### src/rtl/vedic_pkg.sv
// ---------------------------------------------------------------------------
// vedic_pkg
// Shared helpers for the pipelined Vedic multiplier:
//   clog2        - integer ceiling log2, usable in constant expressions
//   level_width  - operand width handled at a given tree level (level 0 = 2 bits)
//   stage_count  - number of pipeline stages for a given operand width
//   vedic2x2     - the 2-bit Urdhva-Tiryagbhyam cell (AND terms + two half adders)
// ---------------------------------------------------------------------------
package vedic_pkg;

   typedef logic [3:0] prod2x2_t;

   function automatic int clog2(input int value);
      int result;
      result = 0;
      while ((1 << result) < value) begin
         result = result + 1;
      end
      return result;
   endfunction

   // Level 0 multiplies 2-bit chunks, and each level doubles the operand width.
   function automatic int level_width(input int lvl);
      return 2 << lvl;
   endfunction

   // One stage for the 2x2 cells plus one per combine level; the last
   // combine stage also applies the sign.
   function automatic int stage_count(input int width);
      return clog2(width);
   endfunction

   // Vertical and crosswise 2x2 product. The crosswise terms meet in one
   // half adder, and that carry joins the vertical high term in another.
   function automatic prod2x2_t vedic2x2(input logic [1:0] x, input logic [1:0] y);
      logic t_cross0;
      logic t_cross1;
      logic t_high;
      logic sum1;
      logic carry1;
      logic sum2;
      logic carry2;
      t_cross0 = x[1] & y[0];
      t_cross1 = x[0] & y[1];
      t_high   = x[1] & y[1];
      sum1     = t_cross0 ^ t_cross1;
      carry1   = t_cross0 & t_cross1;
      sum2     = t_high ^ carry1;
      carry2   = t_high & carry1;
      return {carry2, sum2, sum1, x[0] & y[0]};
   endfunction

endpackage

### src/rtl/vedic_combine.sv
// ---------------------------------------------------------------------------
// vedic_combine
// Combines four products of K-bit operand halves into the full product of
// the 2K-bit operands: prod = ll + ((lh + hl) << K) + (hh << 2K).
// Purely combinational; the pipeline registers live in the top module.
// Ports:
//   ll, lh, hl, hh  in  2K bits  sub-products (first letter = a half, second = b half)
//   prod            out 4K bits  exact product, no truncation
// ---------------------------------------------------------------------------
module vedic_combine #(
   parameter int K = 2
) (
   input  logic [2*K-1:0] ll,
   input  logic [2*K-1:0] lh,
   input  logic [2*K-1:0] hl,
   input  logic [2*K-1:0] hh,
   output logic [4*K-1:0] prod
);

   logic [4*K-1:0] term_x;
   logic [3*K-1:0] term_y;
   logic [3*K-1:0] term_z;
   logic [3*K-1:0] maj;
   logic [4*K-1:0] sum_vec;
   logic [4*K-1:0] carry_vec;

   // ll and hh never overlap, so they pack into one 4K-bit term. The two
   // crosswise terms only reach bit 3K-1, so above that the 3:2 layer just
   // passes hh through and its majority is confined to the low 3K bits. The
   // final sum cannot exceed 4K bits because the true product fits there.
   always_comb begin
      term_x    = {hh, ll};
      term_y    = {lh, {K{1'b0}}};
      term_z    = {hl, {K{1'b0}}};
      maj       = (term_x[3*K-1:0] & term_y) | (term_x[3*K-1:0] & term_z) | (term_y & term_z);
      sum_vec   = {term_x[4*K-1:3*K], term_x[3*K-1:0] ^ term_y ^ term_z};
      carry_vec = {{(K-1){1'b0}}, maj, 1'b0};
      prod      = sum_vec + carry_vec;
   end

endmodule

### src/rtl/vedic_mult_pipe.sv
// ---------------------------------------------------------------------------
// vedic_mult_pipe
// Pipelined Urdhva-Tiryagbhyam multiplier, WIDTH x WIDTH -> 2*WIDTH, with
// signed/unsigned mode per operand pair and a valid/ready stream interface.
// Latency is log2(WIDTH) cycles; the whole pipe stalls when the output is
// held and not accepted.
// Ports:
//   clk        in   1          rising-edge clock
//   rst        in   1          synchronous active-high reset
//   in_valid   in   1          a/b/is_signed valid
//   in_ready   out  1          operands accepted this cycle when in_valid
//   a, b       in   WIDTH      multiplicand, multiplier
//   is_signed  in   1          1: two's complement, 0: unsigned
//   out_valid  out  1          p holds a product
//   out_ready  in   1          downstream takes p this cycle
//   p          out  2*WIDTH    product
// ---------------------------------------------------------------------------
module vedic_mult_pipe
   import vedic_pkg::*;
#(
   parameter int WIDTH = 4
) (
   input  logic               clk,
   input  logic               rst,
   input  logic               in_valid,
   output logic               in_ready,
   input  logic [WIDTH-1:0]   a,
   input  logic [WIDTH-1:0]   b,
   input  logic               is_signed,
   output logic               out_valid,
   input  logic               out_ready,
   output logic [2*WIDTH-1:0] p
);

   localparam int LATENCY = stage_count(WIDTH);
   localparam int N0      = WIDTH / 2;
   localparam int P0_BITS = N0 * N0 * 4;

   logic                 advance;
   logic [WIDTH-1:0]     a_mag;
   logic [WIDTH-1:0]     b_mag;
   logic                 neg_in;
   logic [P0_BITS-1:0]   prod0_new;
   logic [P0_BITS-1:0]   prod0_d;
   logic [P0_BITS-1:0]   prod0_q;
   logic [LATENCY-1:0]   valid_d;
   logic [LATENCY-1:0]   valid_q;
   logic [LATENCY-2:0]   neg_d;
   logic [LATENCY-2:0]   neg_q;

   // The pipe moves as one unit: it advances whenever the output slot is
   // empty or being drained, which is also exactly when a new pair fits.
   always_comb begin
      advance   = !valid_q[LATENCY-1] | out_ready;
      in_ready  = advance;
      out_valid = valid_q[LATENCY-1];
   end

   // Signed pairs are reduced to magnitudes so the tree is always unsigned.
   // Negating the most negative value wraps to 2^(WIDTH-1), which is the
   // correct magnitude when read back as unsigned.
   always_comb begin
      a_mag  = a;
      b_mag  = b;
      neg_in = 1'b0;
      if (is_signed) begin
         if (a[WIDTH-1]) begin
            a_mag = -a;
         end
         if (b[WIDTH-1]) begin
            b_mag = -b;
         end
         neg_in = a[WIDTH-1] ^ b[WIDTH-1];
      end
   end

   // Every 2-bit chunk of a against every 2-bit chunk of b; product (i,j)
   // sits at slot i*N0+j where i indexes a.
   for (genvar i = 0; i < N0; i++) begin : g_base_row
      for (genvar j = 0; j < N0; j++) begin : g_base_col
         assign prod0_new[(i*N0+j)*4 +: 4] = vedic2x2(a_mag[2*i +: 2], b_mag[2*j +: 2]);
      end
   end

   // Valid and sign bits ride along with the data; bubbles shift too.
   always_comb begin
      valid_d = valid_q;
      neg_d   = neg_q;
      prod0_d = prod0_q;
      if (advance) begin
         valid_d[0] = in_valid;
         neg_d[0]   = neg_in;
         prod0_d    = prod0_new;
         for (int i = 1; i < LATENCY; i++) begin
            valid_d[i] = valid_q[i-1];
         end
         for (int i = 1; i < LATENCY - 1; i++) begin
            neg_d[i] = neg_q[i-1];
         end
      end
   end

   always_ff @(posedge clk) begin
      if (rst) begin
         valid_q <= '0;
         neg_q   <= '0;
         prod0_q <= '0;
      end else begin
         valid_q <= valid_d;
         neg_q   <= neg_d;
         prod0_q <= prod0_d;
      end
   end

   // Each stage merges 2x2 blocks of sub-products into products of operands
   // twice as wide. The final stage holds a single 2*WIDTH product and
   // applies the sign there, so p comes straight from a register.
   for (genvar s = 1; s < LATENCY; s++) begin : g_stage
      localparam int K        = level_width(s - 1);
      localparam int NI       = WIDTH / K;
      localparam int NO       = NI / 2;
      localparam int IN_BITS  = NI * NI * 2 * K;
      localparam int OUT_BITS = NO * NO * 4 * K;
      localparam bit LAST     = (s == LATENCY - 1);

      logic [IN_BITS-1:0]  prod_in;
      logic [OUT_BITS-1:0] prod_new;
      logic [OUT_BITS-1:0] prod_d;
      logic [OUT_BITS-1:0] prod_q;

      if (s == 1) begin : g_from_base
         assign prod_in = prod0_q;
      end else begin : g_from_prev
         assign prod_in = g_stage[s-1].prod_q;
      end

      for (genvar i = 0; i < NO; i++) begin : g_row
         for (genvar j = 0; j < NO; j++) begin : g_col
            vedic_combine #(
               .K(K)
            ) u_combine (
               .ll   (prod_in[((2*i)*NI + 2*j)*2*K     +: 2*K]),
               .lh   (prod_in[((2*i)*NI + 2*j+1)*2*K   +: 2*K]),
               .hl   (prod_in[((2*i+1)*NI + 2*j)*2*K   +: 2*K]),
               .hh   (prod_in[((2*i+1)*NI + 2*j+1)*2*K +: 2*K]),
               .prod (prod_new[(i*NO + j)*4*K +: 4*K])
            );
         end
      end

      always_comb begin
         prod_d = prod_q;
         if (advance) begin
            if (LAST && neg_q[s-1]) begin
               prod_d = -prod_new;
            end else begin
               prod_d = prod_new;
            end
         end
      end

      always_ff @(posedge clk) begin
         if (rst) begin
            prod_q <= '0;
         end else begin
            prod_q <= prod_d;
         end
      end
   end

   assign p = g_stage[LATENCY-1].prod_q;

endmodule

### config.mk
export PLATFORM = sky130hd
export DESIGN_NAME = vedic_mult_pipe
export DESIGN_NICKNAME = d
export VERILOG_FILES = /design/src/rtl/vedic_pkg.sv /design/src/rtl/vedic_combine.sv /design/src/rtl/vedic_mult_pipe.sv
export SDC_FILE = /design/constraint.sdc
export NUM_CORES = 1
export LEC_CHECK = 0
export ABC_AREA = 1
export CORE_UTILIZATION = 40
export DETAILED_ROUTE_END_ITERATION = 6
export GPL_ROUTABILITY_DRIVEN = 0
export GPL_TIMING_DRIVEN = 1
export SLEW_MARGIN = 10
export SYNTH_ARGS = -nofsm -noshare
export SYNTH_HDL_FRONTEND = slang
export SYNTH_SLANG_ARGS = --single-unit
### constraint.sdc
create_clock -name clk -period 5.35 [get_ports clk]
set_input_delay 1.07 -clock clk [delete_from_list [all_inputs] [get_ports clk]]
set_output_delay 1.07 -clock clk [all_outputs]
set_load 0.01 [all_outputs]
==> impl_metrics.ini <==
[status]
status = completed

[clock_tree]
cts_tree = done
clockBufferDepth = 2
htree_levels = 1
clock_latency_ns = 0.27
cts_buffers = 3
postCtsHoldBufs = 0
cts-root-buf = clkbuf_8
postCtsSetupBuffers = 0
cts.sinks = 27
postCtsResizedCells = 0
clkTransAtPathRegs_ns = 0.09

[layout]
area_growth_pct = 19.8
diodes = 0
drive_gt1_frac = 0.0417
n_fill_cell = 395
fin_area_sq_um = 1920
layout.nets = 274

[detailed_routing]
antenna_left = 0
drcViolationCount = 0
wl_per_cell_microns = 10.6
dr_total_vias = 1394
wirelength_microns = 3060
drt_iter0_markers = 48
vias_per_cell = 4.84
dr.pass1.iters = 4

[global_routing]
antenna_found_initial = 0
track_usage = 0.162
grt_max_degree = 31
grt_pass1_wl_microns = 5340
first_global_vias = 1252
grt_overflow = 0

[die]
rows = 22
start_util = 0.427
core-area_sq_um = 3740
die_h_microns = 65.3
die_area_sq_um = 4260
die_x_microns = 65.3
io_pins = 23

[sta]
max-slew-margin-rel = 0.670
setup_viol = 0
rsz0062_at_grt = no
post-route-period-util = 0.649
maxSlewViolCount = 0
fmax_mhz = 288
fin_tns_setup_ns = 0
hold_viol = 0
worst_pin_slew_ns = 0.495
fin_skew_ns = 0.00498
layout_min_cycle_time_ns = 3.47

[yosys]
syn_nets = 252
yosysMostFrequentCell = nor2_1
ys_types = 25
synth-edff-count = 0
synth_seq_cells = 27
synth_top_cell_by_area = dfxtp_1
synthAdderAreaFrac = 0.180
yosys_most_used_dff = dfxtp_1
synth_compound_area_frac = 0.141
synthCells = 219
synth-seq-area-share = 0.338
synth-simple-area-share = 0.243
synth.cell_area_sq_um = 1600
synth_xor_area_frac = 0.0274
synth_top_area_frac = 0.338
async_flop_share = 0
netlist_top_cells_area = dfxtp_1 (34%), ha_1 (12%), nor2_1 (12%)
muxShareOfSynthArea = 0
synth_common_cells = nor2_1 (50), nand2_1 (30), dfxtp_1 (27)
synth_top_family_by_area = simple AND/OR/NAND/NOR gates
syn-mean-instance-area_sq_um = 7.31
yosys_warnings = 0

[power_and_ir_drop]
peakVddDrop_uv = 184
p_leak_uw = 0.000948
p_per_area_nw_per_um2 = 245

[placement]
place_area_sq_um = 1870
io_buffers = 22
hpwl_microns = 2380

[job]
maxCapViolations = 0

[worst_setup_path]
critPathMaxFanout = 23
end_kind = output port
criticalPathCategory = in2out
cp.required_ns = 4.28
start_kind = input pin
worstPathArrival_ns = 2.40

[hold_path]
hp-class = reg2reg
[layout by cell type, fill, tap and decap left out, drive strengths merged, types with 2 or more instances in the layout]
cell type / count
dfxtp: 27
nor2: 51
inv: 23
fa: 5
a21oi: 12
nor3: 2
buf: 2
clkbuf: 3
xnor2: 3
clkdlybuf4s50: 22
o21ai: 23
nand3: 11
nand2: 30
xor2: 2
ha: 15
o221ai: 2
[report_power, final]
part	internal, uW	total [uW]	switching [uW]
Sequential	217	227	10.1
Combinational	58.0	124	66.5
Clock	52.8	118	65.0
[cell type report]
type                    count  area (sq um)  area share
multi-input cells         162           946       0.493
flip-flops and latches     27           541       0.282
repair buffers             24           235       0.123
inverters                  23          86.3      0.0450
well taps                  48          60.1      0.0313
clock buffers               3          41.3      0.0215
clock inverters             1          7.51     0.00392
[worst max-delay path, stage by stage]
cell	delay, ns
clkdlybuf4s50_1	0.47
nor2_2	0.04
buf_4	0.19
inv_1	0.10
clkdlybuf4s50_1	0.53
[routing by layer]
metal / vias up / track usage / part of all wire
met5: - / 0 / 0
met4: 0 / 0.0326 / 0.0085
met2: 14 / 0.269 / 0.44
li1: 751 / - / -
met3: 2 / 0.0365 / 0.030
met1: 627 / 0.213 / 0.52
[sequential cells by signal, indices dropped and copies added (netlist names)]
signal,flops
neg_q,1
p,8
g_stage.prod_in,16
valid_q,2
[through the flow]
| stage | hold WS [ns] | utilization | instances | setup WS, ns | power (uW) |
|---|---|---|---|---|---|
| after floorplan | 0.439 | - | 219 | 2.78 | 312 |
| after global placement | 0.461 | 0.499 | 284 | 1.89 | 357 |
| after detailed placement | 0.465 | 0.499 | 284 | 1.88 | 358 |
| after CTS | 0.486 | 0.512 | 288 | 1.88 | 476 |
| after global routing | 0.507 | 0.512 | 288 | 1.77 | 504 |
| final | 0.483 | 0.512 | 288 | 1.88 | 470 |
[cell families after synthesis]
group / Yosys count
buffers and inverters: 30
adders and majority gates: 20
AOI/OAI and AO/OA: 41
and+or+nand+nor: 96
xor gates and xnor gates: 5
DFF: 27
[final timing paths]
path,startpoint,cells after the start,slack [ns],end
worst min register to register,g_stage[1].prod_in[15],2,0.48,g_stage[1].prod_in[15]
worst max register to register,g_stage[1].prod_in[8],11,3.05,p[7]
worst min-delay path,g_stage[1].prod_in[15],2,0.48,g_stage[1].prod_in[15]
worst max-delay path,out_ready,5,1.88,in_ready
Note: power is estimated with default switching activity, not from simulation.
